### config.mk
export PLATFORM = sky130hd
export DESIGN_NAME = rgb565_gray_stage
export DESIGN_NICKNAME = d
export VERILOG_FILES = /design/src/rtl/rgb565_gray_stage.sv
export SDC_FILE = /design/constraint.sdc
export NUM_CORES = 1
export LEC_CHECK = 0
export CORE_UTILIZATION = 55
export CTS_CLUSTER_DIAMETER = 80
export CTS_CLUSTER_SIZE = 16
export DETAILED_ROUTE_END_ITERATION = 16
export PLACE_DENSITY = 0.78
export SKIP_LAST_GASP = 1
export SLEW_MARGIN = 25
export SYNTH_ARGS = -nofsm -noshare
export SYNTH_HDL_FRONTEND = slang
export SYNTH_SLANG_ARGS = --single-unit
### constraint.sdc
create_clock -name clk -period 4.8 [get_ports clk]
set_input_delay 0.96 -clock clk [delete_from_list [all_inputs] [get_ports clk]]
set_output_delay 0.96 -clock clk [all_outputs]
set_load 0.05 [all_outputs]
### src/rtl/rgb565_gray_stage.sv
// Drains an RGB565 pixel FIFO, converts each pixel to 8-bit luma and presents
// it on a valid/ready stream tagged with raster coordinates and frame markers.
module rgb565_gray_stage #(
    parameter int IMG_W = 320,
    parameter int IMG_H = 240
) (
    input  logic                     clk,
    input  logic                     rst,
    input  logic                     fifo_empty,
    output logic                     fifo_rden,
    input  logic [15:0]              fifo_data,
    input  logic                     frame_clr,
    output logic                     out_valid,
    input  logic                     out_ready,
    output logic [7:0]               out_gray,
    output logic [$clog2(IMG_W)-1:0] out_x,
    output logic [$clog2(IMG_H)-1:0] out_y,
    output logic                     out_sof,
    output logic                     out_eol,
    output logic                     out_eof
);

    localparam int XW = $clog2(IMG_W);
    localparam int YW = $clog2(IMG_H);
    localparam logic [XW-1:0] X_LAST = XW'(IMG_W - 1);
    localparam logic [YW-1:0] Y_LAST = YW'(IMG_H - 1);

    logic [7:0]    buf_q [2];
    logic          rd_ptr_q;
    logic          wr_ptr_q;
    logic [1:0]    occ_q;
    logic [1:0]    occ_d;
    logic          inflight_q;
    logic [XW-1:0] x_q;
    logic [XW-1:0] x_d;
    logic [YW-1:0] y_q;
    logic [YW-1:0] y_d;

    logic          push;
    logic          pop;
    logic [1:0]    committed;
    logic [7:0]    r8;
    logic [7:0]    g8;
    logic [7:0]    b8;
    logic [15:0]   luma_sum;
    logic [7:0]    gray;

    // Channel expansion replicates the MSBs so full-scale maps to 255.
    assign r8       = {fifo_data[15:11], fifo_data[15:13]};
    assign g8       = {fifo_data[10:5],  fifo_data[10:9]};
    assign b8       = {fifo_data[4:0],   fifo_data[4:2]};
    assign luma_sum = 16'(r8) * 16'd77 + 16'(g8) * 16'd150 + 16'(b8) * 16'd29;
    assign gray     = 8'(luma_sum >> 8);

    assign out_valid = (occ_q != 2'd0);
    assign out_gray  = buf_q[rd_ptr_q];
    assign pop       = out_valid && out_ready;
    assign push      = inflight_q;

    // Slots already spoken for once this cycle's handshake retires; never exceeds 2.
    assign committed = occ_q + {1'b0, inflight_q} - {1'b0, pop};
    assign fifo_rden = !rst && !fifo_empty && (committed < 2'd2);

    assign out_x   = x_q;
    assign out_y   = y_q;
    assign out_sof = out_valid && (x_q == '0) && (y_q == '0);
    assign out_eol = out_valid && (x_q == X_LAST);
    assign out_eof = out_valid && (x_q == X_LAST) && (y_q == Y_LAST);

    // NOTE: every variable gets a default first so no path leaves it unassigned (no latch).
    always_comb begin
        occ_d = occ_q + {1'b0, push} - {1'b0, pop};
        x_d   = x_q;
        y_d   = y_q;
        if (frame_clr) begin
            x_d = '0;
            y_d = '0;
        end else if (pop) begin
            if (x_q == X_LAST) begin
                x_d = '0;
                y_d = (y_q == Y_LAST) ? '0 : y_q + 1'b1;
            end else begin
                x_d = x_q + 1'b1;
            end
        end
    end

    // NOTE: sequential state uses non-blocking assignments so all registers update together.
    always_ff @(posedge clk or posedge rst) begin
        if (rst) begin
            // NOTE: the buffer is reset because out_gray must read 0 out of reset.
            buf_q[0]   <= '0;
            buf_q[1]   <= '0;
            rd_ptr_q   <= 1'b0;
            wr_ptr_q   <= 1'b0;
            occ_q      <= 2'd0;
            inflight_q <= 1'b0;
            x_q        <= '0;
            y_q        <= '0;
        end else begin
            inflight_q <= fifo_rden;
            occ_q      <= occ_d;
            x_q        <= x_d;
            y_q        <= y_d;
            if (push) begin
                buf_q[wr_ptr_q] <= gray;
                wr_ptr_q        <= ~wr_ptr_q;
            end
            if (pop) begin
                rd_ptr_q <= ~rd_ptr_q;
            end
        end
    end

endmodule

==> impl_metrics.ini <==
[status]
status = finished, violations left
violations = setup timing

[setup_path]
crit_fanout = 4
r2r_start = occ_q[1]$_DFF_PP0_
reg2reg_slack_ns = 2.59
cp-startpoint = fifo_data[9]
cp_data_arrival_time_ns = 6.69
start_kind = primary input
setup.worst_path.end_class = flop
r2r_cells = 8
critPathRequiredTime_ns = 5.02
path_class = in -> reg

[sta]
relSlewSlack = 0.603
hold_viol = 0
worst_slew_pin_slew_ns = 0.595
setup_slack_ns = -1.67
rsz0062_at_grt = true
drv_slew = 0
finalCritPeriodShare = 1.35
setup_viol = 16
skew_ns = 0.0102
timing.fmax_ghz = 0.155
period_minus_slack_ns = 6.47

[die]
initial_core_util = 0.564
dieArea_sq_um = 9280
rows = 34
die-height_um = 96.3
io_pins = 51
die_w_um = 96.3
core-area_sq_um = 8680

[synthesis]
synth_area_sq_um = 4890
synth_fp_nets = 663
postSynthCellCount = 499
synth-edff-count = 0
ys_seq_area_frac = 0.194
yosysUniqueCellTypes = 49
async_flop_share = 1.00
synth_top_area_frac = 0.228
synth_ff_type = dfrtp_1
yosysTopAreaCell = ha_1
yosys-top-cells-area = ha_1 23%, fa_1 22%, dfrtp_1 19%
ys_seq_elements = 38
avgSynthCellArea_sq_um = 9.81
yosys_warnings = 0

[placed_design]
io_buffer_count = 50
place.gp.congestion = 0.901
hpwl_mm = 8.86
dpl-instance-area_sq_um = 6050
dp_slack_ns = -2.40
dp.cells = 708

[cts]
root_buffer = clkbuf_8
cts.sinks = 38
path_clk_slew_ns = 0.08
cts-buffers-inserted = 5
worstSkewPairLatency_ns = 0.29
htreeDepth = 2
cts_buffer_depth = 2
cts_tree = yes

[cells_and_area]
diodes = 0
syn_to_final_growth_pct = 32.8
num-fill-cells = 589
finalNetCount = 778
layout_commonest_cell = inv_1
drive_gt1_frac = 0.250
stdcell_area_sq_um = 6500
stdcell_count = 723
final_cell_mix = 92 x inv_1, 70 x ha_1, 58 x buf_4

[drt]
first_pass_iters = 4
route.detailed.drc = 0
finalWirelength_mm = 11.4
vias = 3837
via_per_inst = 5.31
wl_per_cell_um = 15.8
first_iter_violations = 77
ant_nets = 0

[global_routing]
grt_overflow = 0
grt_pass1_vias = 4080
antenna_found_initial = 0
grt_pass1_wl_mm = 18.6
gr-usage-all-layers = 0.263
grt_max_degree = 27

[run]
maxCapViolCount = 0

[hold_path]
hold_depth = 2
hold_class = reg -> reg
hp-start = buf_q[6]$_DFFE_PP0P_
through the flow:
step	utilization	hold WS (ns)	TNS [ns]
after floorplan	-	0.444	-20.07
after global placement	0.697	0.459	-32.75
after detailed placement	0.697	0.468	-33.88
after CTS	0.735	0.489	-21.57
after global routing	0.749	0.498	-25.38
final	0.749	0.484	-22.48
timing repair:
item,4_1_cts,5_1_grt
setup endpoints to repair,16,16
setup buffers,5,4
gates resized for setup,63,19
pin swaps,40,24
hold buffers,0,0
layer usage:
| layer | track usage | part of all wire |
|---|---|---|
| met1 | 0.334 | 0.42 |
| met2 | 0.483 | 0.53 |
| met3 | 0.0292 | 0.036 |
| met4 | 0.0551 | 0.014 |
| met5 | 0 | 0 |
synthesized netlist by cell type, types with 2 or more instances:
| cell | n |
|---|---|
| inv_1 | 103 |
| clkbuf_1 | 3 |
| ha_1 | 89 |
| a21oi_1 | 20 |
| o21ai_0 | 29 |
| a21oi_2 | 2 |
| fa_1 | 54 |
| nor2_2 | 2 |
| dfrtp_1 | 38 |
| nand3_1 | 6 |
| xor2_1 | 18 |
| nand4_1 | 4 |
| and3_1 | 2 |
| or3_1 | 2 |
| nor3_1 | 5 |
| mux2_2 | 9 |
| a21o_1 | 5 |
| nand2_1 | 35 |
| o21ai_2 | 3 |
| or2_2 | 4 |
| xnor2_1 | 9 |
| nand2b_1 | 6 |
| nor2b_1 | 3 |
| nor4_1 | 3 |
| nor2_1 | 21 |
path summary, 6_finish.rpt:
path,to
worst max-delay path,buf_q[15]$_DFFE_PP0P_
worst min-delay path,buf_q[6]$_DFFE_PP0P_
worst max register to register,inflight_q$_DFF_PP0_
worst min register to register,buf_q[6]$_DFFE_PP0P_
max in group asynchronous,buf_q[4]$_DFFE_PP0P_
min in group asynchronous,out_x[8]$_DFFE_PP0P_
critical path: stages:
cell       delay (ns)
buf_8            0.10
ha_4             0.23
ha_4             0.26
inv_2            0.03
fa_1             0.46
fa_1             0.51
inv_2            0.05
ha_4             0.26
xnor2_4          0.13
fa_1             0.49
fa_1             0.50
inv_2            0.04
fa_1             0.46
fa_1             0.56
inv_2            0.05
ha_4             0.23
and3_4           0.16
a2111oi_4        0.37
buf_4            0.20
o31ai_4          0.07
a31oi_4          0.15
xnor3_1          0.27
o21ai_2          0.12
registers in the layout, summed over array words and instances (netlist names):
register    cells
buf_q          16
inflight_q      1
occ_q           2
out_x           9
out_y           8
rd_ptr_q        1
wr_ptr_q        1
area by class of cell:
| type | count | area (sq um) | share of cell area |
|---|---|---|---|
| clock buffers | 7 | 86.3 | 0.0133 |
| clock inverters | 1 | 5.00 | 0.000770 |
| inverters | 103 | 387 | 0.0595 |
| multi-input cells | 353 | 3950 | 0.607 |
| flip-flops and latches | 38 | 951 | 0.146 |
| well taps | 108 | 135 | 0.0208 |
| repair buffers | 113 | 987 | 0.152 |
kinds of logic after synthesis:
family,after synthesis,share of synthesized area
simple gates,100,0.103
fa+ha+maj,143,0.448
flops,38,0.194
compound gates,73,0.0974
mux,9,0.0207
xor+xnor,28,0.0529
buf+inv,108,0.0831
Power is not shown: default switching activity piles up to over one toggle a cycle in this logic, so the estimate is an artifact.
